===== src/rtl/fetch_stage.sv =====
// Fetch stage: PC generation, fetch-buffer request and instruction queue toward decode.

package fetch_stage_pkg;

    // Request toward the fetch buffer.
    typedef struct packed {
        logic        mem_valid;
        logic        mem_instr;
        logic        mem_spec;
        logic        mem_fence;
        logic [31:0] mem_addr;
        logic [31:0] mem_wdata;
        logic [3:0]  mem_wstrb;
    } mem_in_type;

    // Response from the fetch buffer.
    typedef struct packed {
        logic        mem_ready;
        logic [31:0] mem_rdata;
    } mem_out_type;

    // One instruction-queue entry.
    typedef struct packed {
        logic [31:0] pc;
        logic [31:0] instr;
        logic        comp;
    } queue_entry_t;

endpackage

module fetch_stage
    import fetch_stage_pkg::*;
#(
    parameter logic [31:0] reset_vector = 32'h0000_0000,
    parameter int unsigned queue_depth  = 4
) (
    input  logic        clock,
    input  logic        reset,
    output mem_in_type  fetchbuffer_in,
    input  mem_out_type fetchbuffer_out,
    input  logic        redirect_valid,
    input  logic        redirect_fence,
    input  logic [31:0] redirect_addr,
    output logic        out_valid,
    input  logic        out_ready,
    output logic [31:0] out_pc,
    output logic [31:0] out_instr,
    output logic        out_comp
);

    localparam int unsigned ptr_w = (queue_depth > 1) ? $clog2(queue_depth) : 1;
    localparam int unsigned cnt_w = ptr_w + 1;

    localparam logic [0:0] INIT = 1'b0;
    localparam logic [0:0] RUN  = 1'b1;

    logic [0:0]       state;
    logic [0:0]       state_next;
    logic [31:0]      pc;
    logic [cnt_w-1:0] count;
    logic [ptr_w-1:0] head;
    logic [ptr_w-1:0] tail;
    queue_entry_t     queue [queue_depth];

    logic             enq;
    logic             deq;
    logic             rdata_comp;
    logic [31:0]      redirect_pc;
    queue_entry_t     head_entry;

    assign rdata_comp  = (fetchbuffer_out.mem_rdata[1:0] != 2'b11);
    assign redirect_pc = redirect_addr & ~32'h1;
    assign head_entry  = queue[head];

    // State register.
    always_ff @(posedge clock or negedge reset) begin
        if (!reset) begin
            state <= INIT;
        end else begin
            state <= state_next;
        end
    end

    // Next state, fetch request, queue handshake and decode outputs.
    always_comb begin
        state_next     = state;
        fetchbuffer_in = '0;
        fetchbuffer_in.mem_instr = 1'b1;
        enq            = 1'b0;
        deq            = 1'b0;
        out_valid      = 1'b0;
        out_pc         = '0;
        out_instr      = '0;
        out_comp       = 1'b0;

        if (redirect_valid) begin
            // Redirect outranks INIT and RUN; response is ignored this cycle.
            state_next               = RUN;
            fetchbuffer_in.mem_valid = 1'b1;
            fetchbuffer_in.mem_addr  = redirect_pc;
            fetchbuffer_in.mem_spec  = 1'b1;
            fetchbuffer_in.mem_fence = redirect_fence;
        end else begin
            case (state)
                INIT: begin
                    state_next = RUN;
                end
                RUN: begin
                    if (count < cnt_w'(queue_depth)) begin
                        fetchbuffer_in.mem_valid = 1'b1;
                        fetchbuffer_in.mem_addr  = pc;
                    end
                    enq = fetchbuffer_in.mem_valid && fetchbuffer_out.mem_ready;
                end
                default: begin
                    state_next = INIT;
                end
            endcase
        end

        out_valid = (count != '0) && !redirect_valid;
        deq       = out_valid && out_ready;
        if (out_valid) begin
            out_pc    = head_entry.pc;
            out_instr = head_entry.instr;
            out_comp  = head_entry.comp;
        end
    end

    // PC, queue pointers, occupancy and entry storage.
    always_ff @(posedge clock or negedge reset) begin
        if (!reset) begin
            pc    <= reset_vector;
            count <= '0;
            head  <= '0;
            tail  <= '0;
            for (int i = 0; i < int'(queue_depth); i++) begin
                queue[i] <= '0;
            end
        end else if (redirect_valid) begin
            pc    <= redirect_pc;
            count <= '0;
            head  <= '0;
            tail  <= '0;
        end else begin
            if (enq) begin
                queue[tail].pc    <= pc;
                queue[tail].instr <= rdata_comp ? {16'h0000, fetchbuffer_out.mem_rdata[15:0]}
                                                : fetchbuffer_out.mem_rdata;
                queue[tail].comp  <= rdata_comp;
                tail              <= tail + ptr_w'(1);
                pc                <= pc + (rdata_comp ? 32'd2 : 32'd4);
            end
            if (deq) begin
                head <= head + ptr_w'(1);
            end
            case ({enq, deq})
                2'b10:   count <= count + cnt_w'(1);
                2'b01:   count <= count - cnt_w'(1);
                default: count <= count;
            endcase
        end
    end

endmodule


===== config.mk =====
export PLATFORM = sky130hd
export DESIGN_NAME = fetch_stage
export DESIGN_NICKNAME = d
export VERILOG_FILES = /design/src/rtl/fetch_stage.sv
export SDC_FILE = /design/constraint.sdc
export NUM_CORES = 1
export LEC_CHECK = 0
export CORE_UTILIZATION = 45
export DETAILED_ROUTE_END_ITERATION = 16
export PLACE_DENSITY = 0.68
export SETUP_SLACK_MARGIN = 0.05
export SYNTH_ARGS = -nofsm -noshare
export SYNTH_HDL_FRONTEND = slang
export SYNTH_SLANG_ARGS = --single-unit

===== constraint.sdc =====
create_clock -name clock -period 4 [get_ports clock]
set_input_delay 0.4 -clock clock [delete_from_list [all_inputs] [get_ports clock]]
set_output_delay 0.4 -clock clock [all_outputs]
set_load 0.01 [all_outputs]

# Word level (Yosys, flattened, before mapping)

Cells that the tools add are included.

Bits in registers: 300
Input port bits: 70
Output and inout bits: 138
Logic and storage cells: 78

Add/sub/neg operators: 5
$lt $le $gt $ge: 4
Eq/ne operators: 3
Mux-type cells: 36
Bitwise gates (word level): 3
Reduce and logical (&&, ||, !) cells: 10

Operators by type and width:

| operator            | count |
|---|---|
| $bwmux 260          | 3 |
| $demux 65 s2        | 3 |
| $mux 32             | 8 |
| $mux 65             | 3 |
| $bmux 65 s2         | 1 |
| $mux 33             | 1 |
| $add 32x3->32       | 1 |
| $mux 2              | 5 |
| $mux 1              | 9 |
| $ge 3x3->1 const B  | 2 |
| $mux 3              | 2 |
| $not 2->3           | 2 |
| $pmux 3 s2          | 1 |
| $reduce_bool 3->1   | 2 |
| $add 2x1->2 const B | 2 |
| $logic_and 1x1->1   | 4 |
| $reduce_bool 2->1   | 2 |
| $add 3x1->3 const B | 1 |
| $lt 3x1->1 const B  | 1 |
| $lt 3x3->1 const B  | 1 |
| $sub 3x1->3 const B | 1 |
| $eq 2x1->1 const B  | 1 |
| $eq 2x2->1 const B  | 1 |
| $ne 2x2->1 const B  | 1 |
| other kinds (3)     | 3 |

# Logic depth before layout (Yosys ltp)

Gate-level depths: netlist of run 1.

Depth after elaboration: 10
Mapped depth: 10
Depth with buffers taken out: 8

# Least setup slack after synthesis of run 1

OpenSTA, ideal clock, no wires.

Kind: input port to flip-flop
Start: input port fetchbuffer_out[0] (netlist bit)
End: register pc[13]
Library setup time: 82 ps
Arrival time: 2,552 ps
Data required time: 3,918 ps
Setup slack: 1,367 ps
Stages on the path: 10
Buffers on the path: 2
Path through: clkbuf_1 > and2_1 > clkbuf_1 > inv_1 > xnor2_1 > ha_1 > a31oi_1 > nor4_1 > or3b_2 > a31oi_1

Longest elaborated chain between the ends: 5

RTL lines:

| what                 | RTL line | RTL |
|---|---|---|
| from (decl)          | 40       | `input mem_out_type fetchbuffer_out,` |
| $ne 2x2->1           | 71       | `assign rdata_comp = (fetchbuffer_out.mem_rdata[1:0] != 2'b11);` |
| $mux 3               | 152      | `pc <= pc + (rdata_comp ? 32'd2 : 32'd4);` |
| $add 32x3->32        | 152      |  |
| $mux 32              | 146      | `if (enq) begin` |
| $mux 32              | 140      | `end else if (redirect_valid) begin` |
| to (signal assigned) | 133      | `pc <= reset_vector;` |
| to (signal assigned) | 141      | `pc <= redirect_pc;` |
| to (signal assigned) | 152      |  |
| to (decl)            | 59       | `logic [31:0] pc;` |

No other way between the ends. The select of a mux whose other input is x is not followed.
A chain may end at the register's enable or synchronous reset.

# Final worst setup path of run 1

Start: register count[0]
End: output port out_pc[19]

Longest elaborated chain between the ends: 3

RTL lines:

| what                   | RTL line | RTL |
|---|---|---|
| from (decl)            | 60       | `logic [cnt_w-1:0] count;` |
| from (signal assigned) | 158      | `2'b10: count <= count + cnt_w'(1);` |
| from (signal assigned) | 159      | `2'b01: count <= count - cnt_w'(1);` |
| from (signal assigned) | 160      | `default: count <= count;` |
| $reduce_bool 3->1      | 121      | `out_valid = (count != '0) && !redirect_valid;` |
| $logic_and 1x1->1      | 121      |  |
| $mux 32                | 123      | `if (out_valid) begin` |
| to (decl)              | 46       | `output logic [31:0] out_pc,` |

No other way between the ends.

==> reports/summary.log, run 1 <==
INFO  outcome        outcome=finished, final reports clean
INFO  clocking       clkSinkCount=295
INFO  power          power_density=451nW/um2
INFO  die            num_io_pins=208
INFO  placement      pre_cts_ws=0.914ns
INFO  layout         fin_nets=1,390
INFO  timing         final.setup.worst_slack=0.539ns
INFO  detailed_routing viasPerCell=5.67
INFO  detailed_routing number_of_detailed_route_iterations_in_the_first_pass=5
INFO  timing         maxSlewHeadroom=25.1%
INFO  clocking       clk_pin_slew=0.06ns
INFO  synthesis      postSynth.topFlopCell=dfrtp_1
INFO  clocking       cts_root_buffer=clkbuf_16
INFO  die            coreArea=31,600um2
INFO  critical_path  timing.critical_path.arrival=3.06ns
INFO  die            die_h=181um
INFO  die            start_util=45.7%
INFO  global_routing grt_pass1_vias=10,200
INFO  critical_path  timing.critical_path.cells=or3_2 > buf_4 > and3_1 > clkdlybuf4s50_1
INFO  synthesis      combinational_family_with_the_most_area_after_synthesis=multiplexers
INFO  critical_path  worstSetupStartpointType=flip-flop
INFO  timing         fin_crit_sh=86.5%
INFO  layout         sequential_cell_area=7390um2
INFO  placement      inst_count_dp=1,681
INFO  synthesis      synth_compound_area_share=6.67%
INFO  die            num_rows=65
INFO  layout         multiInputGateArea=6490um2
INFO  global_routing grt.total_usage=21.7%
INFO  critical_path  critical_path.endpoint_type=primary output
INFO  timing         timing.fmax=0.289GHz
INFO  global_routing gr-total-overflow=0
INFO  detailed_routing routed_wl=35,100um
INFO  synthesis      yosys.area_share.adder=0.659%
INFO  synthesis      synth-async-reset-ratio=100%
INFO  synthesis      ys_ff_latch=295
INFO  clocking       cts_resized=0
INFO  synthesis      synthSimpleGateAreaFrac=11.1%
INFO  die            die_outline_width=181um
INFO  global_routing grt_pass1_wl=56,400um
INFO  critical_path  cp.buffers_inverters=2
INFO  timing         layout_min_cycle_time=3.46ns
INFO  synthesis      mappedNetlistArea=14,400um2
INFO  global_routing grt_max_degree=81
INFO  layout         final_cell_count_no_fill=1,740
INFO  synthesis      syn_avg_cell_area=12.1um2
INFO  detailed_routing dr.first_iter.drc_count=530
INFO  synthesis      synth_xor_area_share=0.607%
INFO  synthesis      syn_inst=1,196
INFO  critical_path  path_max_fanout=57
INFO  timing         clock-skew-final=0.00672ns
INFO  placement      gpl.final_weighted_congestion=0.822
INFO  layout         nFillCells=2,672
INFO  power          power.ir.vdd_worst=0.321mV
INFO  placement      place_hpwl=21,800um
INFO  critical_path  data_required_time_at_the_worst_endpoint=3.60ns
INFO  die            floorplan.die_area=32,800um2
INFO  synthesis      synth.yosys.warnings=0
INFO  clocking       insertion_delay=0.57ns
INFO  layout         layout-drive-gt1-share=25.1%
INFO  clocking       cts_made_buffers=31
INFO  global_routing initial_antenna_violation_count=1
INFO  critical_path  timing_worst_setup_path_type=reg -> out
INFO  detailed_routing drc_errors=0
INFO  critical_path  cp_slowest_stage_delay=0.99ns
INFO  timing         tightest_slew=1.12ns
INFO  synthesis      synth-edff-count=0
INFO  layout         area_growth=20.1%
INFO  critical_path  cpMaxStageDelayCell=or3_2
INFO  clocking       cts_tree=yes
INFO  timing         maxSlewViolCount=0
INFO  clocking       cts.htree.levels=1
INFO  power          p_leak=7.75nW
INFO  timing         setup-violations-final=0
INFO  synthesis      post_synth_num_cell_types=53
INFO  timing         rsz0062_at_grt=no
INFO  hold_path      timing.hold.worst.class=in -> reg
INFO  critical_path  path_delay_family=simple AND/OR/NAND/NOR gates
INFO  detailed_routing detail-route-antenna-nets=0
INFO  placement      placement.io_buffers=167
INFO  detailed_routing post_drt_wl_per_cell=20.2um
INFO  detailed_routing route.vias.total=9,872
INFO  timing         final_hold_viol_count=0
INFO  synthesis      ys_seq_area_share=51.2%
INFO  flow_run       timing.max_cap.violations=0
INFO  timing         fin_tns_setup=0ns
INFO  clocking       cts-root-to-sink-buffers=3
INFO  synthesis      muxShareOfSynthArea=24.6%
[worst register-to-register path, cell delays in order (launching register included)]
cell and delay [ns]:
dfrtp_1 0.62, nand4_4 0.19, or4_1 0.87, nor4b_1 0.70
mux2i_1 0.25
[what timing repair did]
action / 4_1_cts / 5_1_grt
setup endpoints to repair: 0 / 0
setup buffers: 0 / 0
hold endpoints to repair: 68 / 0
hold buffers: 1 / 0
[cells by family after synthesis]
kind of cell             Yosys count
other                              2
flip-flops                       295
adder cells (fa/ha/maj)            7
AND/OR/NAND/NOR                  323
XOR/XNOR                          10
AO/OA/AOI/OAI                    155
buffers and inverters            152
multiplexers                     252
[layout make-up]
| class | count | area share, % |
|---|---|---|
| sequential | 295 | 42.6 |
| multi-input combinational | 787 | 37.5 |
| timing repair buffer | 192 | 11.2 |
| clock buffer | 51 | 5.20 |
| tap | 402 | 2.90 |
| clock inverter | 6 | 0.404 |
| inverter | 6 | 0.130 |
| antenna | 1 | 0.0144 |
[cells in the mapped netlist (5+ instances only)]
master | number | area, um2
dfrtp_1 | 295 | 7380
mux2_2 | 185 | 2080
nand2_1 | 160 | 601
clkbuf_1 | 88 | 330
o21ai_0 | 88 | 440
and3_1 | 68 | 425
mux4_2 | 64 | 1440
buf_4 | 40 | 300
nor2_1 | 21 | 78.8
a22o_1 | 16 | 140
a31oi_1 | 15 | 93.8
nand3_1 | 14 | 70.1
buf_2 | 12 | 60.1
o311ai_0 | 10 | 87.6
or4_1 | 10 | 75.1
nand4_1 | 9 | 56.3
xnor2_1 | 8 | 70.1
and4_1 | 6 | 52.6
ha_1 | 6 | 75.1
nor4_1 | 6 | 37.5
o31ai_1 | 6 | 45.0
and2_1 | 5 | 31.3
buf_1 | 5 | 18.8
inv_1 | 5 | 18.8
or2_2 | 5 | 31.3
[worst paths after layout]
kind | startpoint | to | slack [ns] | cells past startpoint
max | count[0] | out_pc[19] | 0.54 | 4
min | redirect_valid | pc[30] | 0.27 | 3
max reg2reg | pc[8] | pc[31] | 1.31 | 4
min reg2reg | queue[217] | queue[217] | 0.47 | 2
max in group asynchronous | reset | queue[66] | 2.71 | 3
min in group asynchronous | reset | queue[200] | 0.40 | 2
[cells in the final DEF, fill, tap and decap left out, types with 8 or more instances in the layout]
| cell | instances |
|---|---|
| dfrtp_1 | 293 |
| mux2_2 | 185 |
| clkdlybuf4s50_1 | 165 |
| nand2_1 | 156 |
| o21ai_0 | 88 |
| and3_1 | 68 |
| mux4_2 | 64 |
| conb_1 | 40 |
| clkbuf_16 | 31 |
| nor2_1 | 20 |
| buf_4 | 17 |
| a22o_1 | 16 |
| a31oi_1 | 15 |
| clkbuf_1 | 15 |
| nand3_1 | 14 |
| or4_1 | 10 |
| o311ai_0 | 10 |
| nand4_1 | 9 |
| xnor2_1 | 8 |
[power by group]
part	leakage, nW	switching [W]	total (W)	internal (W)
Sequential	3.85	0.000293	0.00372	0.00343
Combinational	3.42	0.000551	0.00133	0.000783
Clock	0.475	0.00117	0.00277	0.00160
Total	7.75	0.00201	0.00782	0.00581
[metrics by stage]
stage                     utilization (%)  cell area, um2  power [W]  hold WS (ns)
after floorplan                         -           14600    0.00459         0.104
after global placement               51.8           16300    0.00505         0.402
after detailed placement             51.8           16300    0.00511         0.413
after CTS                            54.9           17300    0.00788         0.264
after global routing                 54.9           17300    0.00817         0.315
final                                54.9           17300    0.00782         0.274
[state kept, by name, indices dropped and copies added (netlist names)]
name   flops
count      3
head       2
pc        31
queue    256
state      1
tail       2
[metal layers]
layer	wire length, um	track usage, %	part of all wire (%)
met1	15700	30.2	45
met2	17200	35.8	49
met3	1440	2.80	4.1
met4	779	6.24	2.2
met5	0	0	0
Note: power is estimated with default switching activity, not from simulation.
==> inputs of run 2 (changes only) <==
--- a/config.mk
+++ b/config.mk
@@ -5,9 +5,11 @@
 export SDC_FILE = /design/constraint.sdc
 export NUM_CORES = 1
 export LEC_CHECK = 0
-export CORE_UTILIZATION = 45
+export CORE_MARGIN = 3
+export CORE_UTILIZATION = 50
 export DETAILED_ROUTE_END_ITERATION = 16
-export PLACE_DENSITY = 0.68
+export HOLD_SLACK_MARGIN = 0.12
+export PLACE_DENSITY = 0.74
 export SETUP_SLACK_MARGIN = 0.05
 export SYNTH_ARGS = -nofsm -noshare
 export SYNTH_HDL_FRONTEND = slang
==> run 2 against run 1 <==
Compared with the run above: sequential cell count stayed put; wire length is 1.8% lower; clock-buffer cell count is 1 lower; clock power is 12% higher; clock skew is 0.0096 ns higher; first-iteration DRC count is 14% higher; die area is 5.7% lower; design area is 0.93% higher; combinational power hardly changed; register-to-register slack better by 0.15 ns; sequential power hardly changed; largest cell class unchanged; largest power group unchanged; highest routed layer is now met5.
==> reports/summary.log, run 2 (synthesis gave the netlist of run 1 again) <==
INFO  detailed_routing route.vias.total=9,975 [+1.0%]
INFO  timing         fin_worst_hold_slack=0.269ns [-0.00568 ns]
INFO  timing         maxSlewHeadroom=39.2% [+14 points]
INFO  critical_path  cp_slowest_stage_delay=0.79ns [-0.20 ns]
INFO  layout         layout_commonest_cell=dfrtp_1
INFO  placement      placed_cell_area=16,300um2 [about the same]
INFO  global_routing grt_pass1_vias=10,300 [+1.2%]
INFO  die            die_outline_width=176um [-2.9%]
INFO  layout         nFillCells=2,209 [-17%]
INFO  critical_path  data_required_time_at_the_worst_endpoint=3.60ns [about the same]
INFO  die            coreArea=28,100um2 [-11%]
INFO  detailed_routing dr.first_iter.drc_count=606 [+14%]
INFO  layout         flip_flop_count_of_the_largest_register_after_layout=256 [unchanged]
INFO  layout         top_flop_regs=queue x256, pc x31, count x3
INFO  critical_path  timing.critical_path.cells=buf_4 > mux4_2 > and3_1 > clkdlybuf4s50_1
INFO  timing         layout_min_cycle_time=3.30ns [-0.161 ns]
INFO  flow_run       timing.max_cap.violations=0 [unchanged]
INFO  layout         fin_nets=1,394 [+0.29%]
INFO  critical_path  path_delay_family=buffers and inverters
INFO  clocking       cts_made_buffers=34 [+9.7%]
INFO  power          p_leak=7.85nW [+1.3%]
INFO  critical_path  timing.critical_path.arrival=2.90ns [-0.16 ns]
INFO  placement      placement.io_buffers=167 [unchanged]
INFO  layout         layout-drive-gt1-share=26.1% [+1.0 points]
INFO  detailed_routing post_drt_wl_per_cell=20.1um [-0.61%]
INFO  power          power.ir.vdd_worst=0.265mV [-17%]
INFO  clocking       cts_resized=0 [unchanged]
INFO  detailed_routing number_of_detailed_route_iterations_in_the_first_pass=5 [unchanged]
INFO  power          power_density=467nW/um2 [+3.5%]
INFO  timing         fin_tns_setup=0ns [unchanged]
INFO  die            floorplan.die_area=30,900um2 [-5.7%]
INFO  global_routing initial_antenna_violation_count=1 [unchanged]
INFO  clocking       cts.repair_timing.setup_buffer_count=0 [unchanged]
INFO  detailed_routing routed_wl=34,500um [-1.8%]
INFO  global_routing grt_pass1_wl=55,900um [-0.88%]
INFO  critical_path  critical_path.endpoint_type=primary output
INFO  outcome        outcome=finished, final reports clean
INFO  timing         tightest_slew=0.912ns [-0.212 ns]
INFO  critical_path  worstSetupStartpointType=flip-flop
INFO  layout         regMostFlops=queue
INFO  global_routing gr-total-overflow=0 [unchanged]
INFO  detailed_routing viasPerCell=5.80 [+2.2%]
INFO  critical_path  cpMaxStageDelayCell=dfrtp_4
INFO  hold_path      timing.hold.worst.class=in -> reg
INFO  die            num_io_pins=208 [unchanged]
INFO  die            num_rows=61 [-6.2%]
INFO  clocking       clkSinkCount=295 [unchanged]
INFO  hold_path      min_path_cells=2 [-1]
INFO  clocking       insertion_delay=0.51ns [-0.06 ns]
INFO  clocking       cts_tree=yes
INFO  critical_path  path_max_fanout=22 [-61%]
INFO  timing         final_hold_viol_count=0 [unchanged]
INFO  global_routing grt.total_usage=22.5% [+0.75 points]
INFO  power          power=0.00817W [+4.5%]
INFO  timing         timing.fmax=0.303GHz [+4.9%]
INFO  detailed_routing drc_errors=0 [unchanged]
INFO  placement      gpl.final_weighted_congestion=0.799 [-2.8%]
INFO  timing         rsz0062_at_grt=no
INFO  placement      place_hpwl=22,000um [+0.76%]
INFO  clocking       cts.htree.levels=2 [+1]
INFO  global_routing grt_max_degree=121 [+49%]
INFO  layout         final_cell_count_no_fill=1,720 [-1.1%]
INFO  placement      inst_count_dp=1,658 [-1.4%]
INFO  critical_path  timing_worst_setup_path_type=reg -> out
INFO  timing         setup-violations-final=0 [unchanged]
INFO  timing         clock-skew-final=0.0164ns [+0.00964 ns]
INFO  layout         finalInstanceArea=17,500um2 [+0.93%]
INFO  layout         antenna_cells=0 [-1]
INFO  clocking       cts_root_buffer=clkbuf_16
INFO  die            die_h=176um [-2.9%]
INFO  clocking       cts-hold-fix-buffers=1 [unchanged]
INFO  layout         area_growth=21.2%
INFO  die            start_util=51.4% [+5.6 points]
INFO  critical_path  ff2ff_path_depth=4 [unchanged]
INFO  critical_path  cp.buffers_inverters=2 [unchanged]
INFO  detailed_routing detail-route-antenna-nets=0 [unchanged]
INFO  clocking       clk_pin_slew=0.06ns [about the same]
INFO  timing         fin_crit_sh=82.5% [-4.0 points]
INFO  layout         most-common-layout-cells=dfrtp_1 (293), mux2_2 (185), clkdlybuf4s50_1 (165)
INFO  clocking       cts-root-to-sink-buffers=3 [unchanged]
INFO  timing         maxSlewViolCount=0 [unchanged]
INFO  critical_path  crit_cells=4 [unchanged]
==> run 2: metrics by stage <==
step | worst slack, ns | utilization [%]
final | 0.700 | 62.3
after floorplan | 1.37 | -
after global placement | 1.06 | 58.2
after global routing | 0.600 | 62.3
after CTS | 0.651 | 62.3
after detailed placement | 0.985 | 58.2
==> run 2: final timing paths <==
path                           startpoint      endpoint  slack [ns]
min                        redirect_valid       tail[0]        0.27
max reg2reg                         pc[7]        pc[30]        1.46
min reg2reg                     queue[88]     queue[88]        0.48
max                               head[0]  out_instr[1]        0.70
min in group asynchronous           reset    queue[185]        0.59
max in group asynchronous           reset    queue[236]        2.37
==> run 2: per-layer routing <==
metal | vias to the layer above | GRT usage [%] | routed length, um
li1 | 4499 | - | -
met1 | 5090 | 30.3 | 14400
met2 | 312 | 37.6 | 17300
met3 | 72 | 3.65 | 1920
met4 | 2 | 7.09 | 822
met5 | - | 0 | 13
==> run 2: cell type report <==
type | instances | area (um2) | share of cell area (%)
inverter | 6 | 22.5 | 0.129
multi-input combinational | 787 | 6490 | 37.1
tap | 378 | 473 | 2.70
timing repair buffer | 193 | 1970 | 11.3
clock inverter | 11 | 87.6 | 0.501
sequential | 295 | 7390 | 42.2
clock buffer | 50 | 1050 | 6.03
==> run 2: power breakdown <==
group	internal (W)	switching [W]
Sequential	0.00343	0.000304
Clock	0.00189	0.00121
Combinational	0.000787	0.000543
Total	0.00611	0.00206
==> run 2: worst register-to-register path, cell delays in order, from the launching register on <==
cell,delay (ns)
dfrtp_1,0.58
nand4_4,0.18
or4_1,0.86
or4_1,0.63
o211ai_1,0.21
==> inputs of run 3 (changes only) <==
--- a/config.mk
+++ b/config.mk
@@ -9,7 +9,7 @@
 export CORE_UTILIZATION = 50
 export DETAILED_ROUTE_END_ITERATION = 16
 export HOLD_SLACK_MARGIN = 0.12
-export PLACE_DENSITY = 0.74
+export PLACE_DENSITY = 0.77
 export SETUP_SLACK_MARGIN = 0.05
 export SYNTH_ARGS = -nofsm -noshare
 export SYNTH_HDL_FRONTEND = slang
==> constraint.sdc (replaced) <==
create_clock -name clock -period 2.9 [get_ports clock]
set_input_delay 0.29 -clock clock [delete_from_list [all_inputs] [get_ports clock]]
set_output_delay 0.29 -clock clock [all_outputs]
set_load 0.01 [all_outputs]
==> run 3 against run 2 <==
Compared with the run above: register-to-register slack got worse by 1.2 ns; design area rose by 0.94%; highest routed layer unchanged; cell count rose by 1.3%; non-clock buffer count rose by 25; wire length rose by 2.7%; clock power rose by 27%; total power rose by 35%; core utilization rose by 0.58 points; via count rose by 1.7%; sequential share of layout area fell by 0.39 points; sequential cell count did not move.
==> reports/summary.log, run 3 (synthesis gave the netlist of run 1 again) <==
INFO  outcome        outcome=finished, final reports clean
INFO  layout         antenna_cells=0 [unchanged]
INFO  layout         top_flop_regs=queue x256, pc x31, count x3
INFO  die            die_h=176um [unchanged]
INFO  timing         maxSlewViolCount=0 [unchanged]
INFO  critical_path  timing.reg2reg.setup_slack=0.27ns [-1.19 ns]
INFO  global_routing initial_antenna_violation_count=1 [unchanged]
INFO  global_routing gr-total-overflow=0 [unchanged]
INFO  critical_path  worstSetupStartpointType=flip-flop
INFO  power          p_leak=8.16nW [+4.0%]
INFO  clocking       cts_made_buffers=31 [-8.8%]
INFO  critical_path  path_max_fanout=21 [-4.5%]
INFO  flow_run       timing.max_cap.violations=0 [unchanged]
INFO  layout         layout_commonest_cell=dfrtp_1
INFO  placement      inst_count_dp=1,671 [+0.78%]
INFO  hold_path      timing.hold.worst.class=in -> async
INFO  clocking       clk_pin_slew=0.06ns [about the same]
INFO  global_routing use_met1=31.8% [+1.5 points]
INFO  timing         fin_crit_sh=98.0%
INFO  global_routing grt_max_degree=95 [-21%]
INFO  detailed_routing number_of_detailed_route_iterations_in_the_first_pass=6 [+1]
INFO  critical_path  worstReg2RegStart=pc[14]
INFO  placement      place_hpwl=22,500um [+2.2%]
INFO  detailed_routing dr.first_iter.drc_count=769 [+27%]
INFO  critical_path  rr_endpoint=pc[31]
INFO  placement      placement.io_buffers=167 [unchanged]
INFO  detailed_routing routed_wl=35,400um [+2.7%]
INFO  timing         maxSlewHeadroom=59.7% [+21 points]
INFO  timing         tightest_slew=0.595ns [-0.316 ns]
INFO  timing         clock-skew-final=0.0204ns [+0.00402 ns]
INFO  global_routing grt_pass1_wl=56,900um [+1.8%]
INFO  placement      gpl.final_weighted_congestion=0.826 [+3.4%]
INFO  die            die_outline_width=176um [unchanged]
INFO  detailed_routing drc_errors=0 [unchanged]
INFO  timing         setup-violations-final=0 [unchanged]
INFO  layout         fin_nets=1,416 [+1.6%]
INFO  global_routing gr-usage-met3=3.98% [+0.32 points]
INFO  layout         finalInstanceArea=17,700um2 [+0.94%]
INFO  clocking       cts.htree.levels=1 [-1]
INFO  clocking       cts_root_buffer=clkbuf_16
INFO  placement      placed_cell_area=16,500um2 [+0.98%]
INFO  layout         flip_flop_count_of_the_largest_register_after_layout=256 [unchanged]
INFO  timing         final_hold_viol_count=0 [unchanged]
INFO  layout         nFillCells=2,197 [-0.54%]
INFO  detailed_routing viasPerCell=5.82 [+0.43%]
INFO  timing         timing.fmax=0.352GHz
INFO  clocking       clkSinkCount=295 [unchanged]
INFO  die            num_rows=61 [unchanged]
INFO  critical_path  data_required_time_at_the_worst_endpoint=2.61ns [-0.99 ns]
INFO  global_routing global_route.usage.met2=37.3% [-0.29 points]
INFO  critical_path  cp-endpoint=out_instr[0]
INFO  layout         layout-drive-gt1-share=27.3% [+1.3 points]
INFO  critical_path  critical_path.endpoint_type=primary output
INFO  detailed_routing detail-route-antenna-nets=0 [unchanged]
INFO  layout         regMostFlops=queue
INFO  critical_path  timing_worst_setup_path_type=reg -> out
INFO  clocking       cts_tree=yes
INFO  timing         rsz0062_at_grt=yes
INFO  critical_path  cp-startpoint=head[0]
INFO  clocking       insertion_delay=0.55ns [+0.04 ns]
INFO  global_routing grt_pass1_vias=10,500 [+1.7%]
INFO  layout         area_growth=22.3%
INFO  die            floorplan.die_area=30,900um2 [unchanged]
INFO  detailed_routing route.vias.total=10,100 [+1.7%]
INFO  die            num_io_pins=208 [unchanged]
INFO  power          power=0.0110W [+35%]
INFO  critical_path  ff2ff_path_depth=4 [unchanged]
INFO  die            coreArea=28,100um2 [unchanged]
INFO  layout         most-common-layout-cells=dfrtp_1 (293), mux2_2 (185), nand2_1 (156)
INFO  critical_path  timing.critical_path.arrival=2.55ns [-0.35 ns]
INFO  global_routing grt.total_usage=22.9% [+0.48 points]
INFO  detailed_routing post_drt_wl_per_cell=20.3um [+1.4%]
INFO  clocking       cts-root-to-sink-buffers=3 [unchanged]
INFO  power          power.ir.vdd_worst=0.380mV [+43%]
INFO  timing         layout_min_cycle_time=2.84ns
INFO  die            start_util=51.4% [unchanged]
INFO  power          power_density=623nW/um2 [+33%]
INFO  layout         final_cell_count_no_fill=1,742 [+1.3%]
INFO  global_routing grt_most_used_layer=met2
[run 3: repair_timing]
item                                    4_1_cts  5_1_grt
setup buffers                                 2        8
gates cloned                                  1        0
resized for setup                            31       11
hold buffers                                  2        0
endpoints found under the setup margin       57       56
endpoints found under the hold margin        59        0
[run 3: how the worst min path moves through the flow]
stage / end / depth (start not counted)
floorplan: count[0] / 0
global placement: queue[200] / 1
detailed placement: queue[200] / 1
CTS: queue[200] / 2
global route: queue[202] / 2
finish: queue[200] / 2
[run 3: where the power goes]
group,switching (W),internal (W)
logic,0.000806,0.00112
clock network,0.00162,0.00233
registers,0.000390,0.00473
total,0.00282,0.00818
[run 3: metrics by stage]
stage / worst slack (ns) / utilization, % / TNS [ns] / hold slack (ns)
global route: -0.0196 / 62.9 / -0.0663 / 0.312
global placement: 0.339 / 58.7 / 0 / 0.252
floorplan: 0.377 / - / 0 / -0.00559
CTS: -0.0345 / 62.6 / -0.210 / 0.267
detailed placement: 0.267 / 58.7 / 0 / 0.263
finish: 0.0591 / 62.9 / 0 / 0.258
[run 3: routing by layer]
| metal | vias up | wire length, um | share of wire, % |
|---|---|---|---|
| li1 | 4554 | - | - |
| met1 | 5189 | 15100 | 43 |
| met2 | 335 | 17200 | 49 |
| met3 | 66 | 2050 | 5.8 |
| met4 | 2 | 1050 | 3.0 |
| met5 | - | 9 | 0.025 |
[run 3: cell type report]
type                            instances  area (um2)  share of cell area (%)
Sequential cell                       295        7390                    41.9
Multi-Input combinational cell        787        6500                    36.8
Timing Repair Buffer                  218        2230                    12.6
Clock buffer                           45         938                    5.31
Tap cell                              378         473                    2.68
Clock inverter                         13         101                   0.574
Inverter                                6        25.0                   0.142
[run 3: worst max-delay path: stages (launching register included)]
cell and delay, ns:
dfrtp_4 0.55, buf_4 0.18, buf_12 0.21, mux4_2 0.53
and3_1 0.23, dlygate4sd2_1 0.29
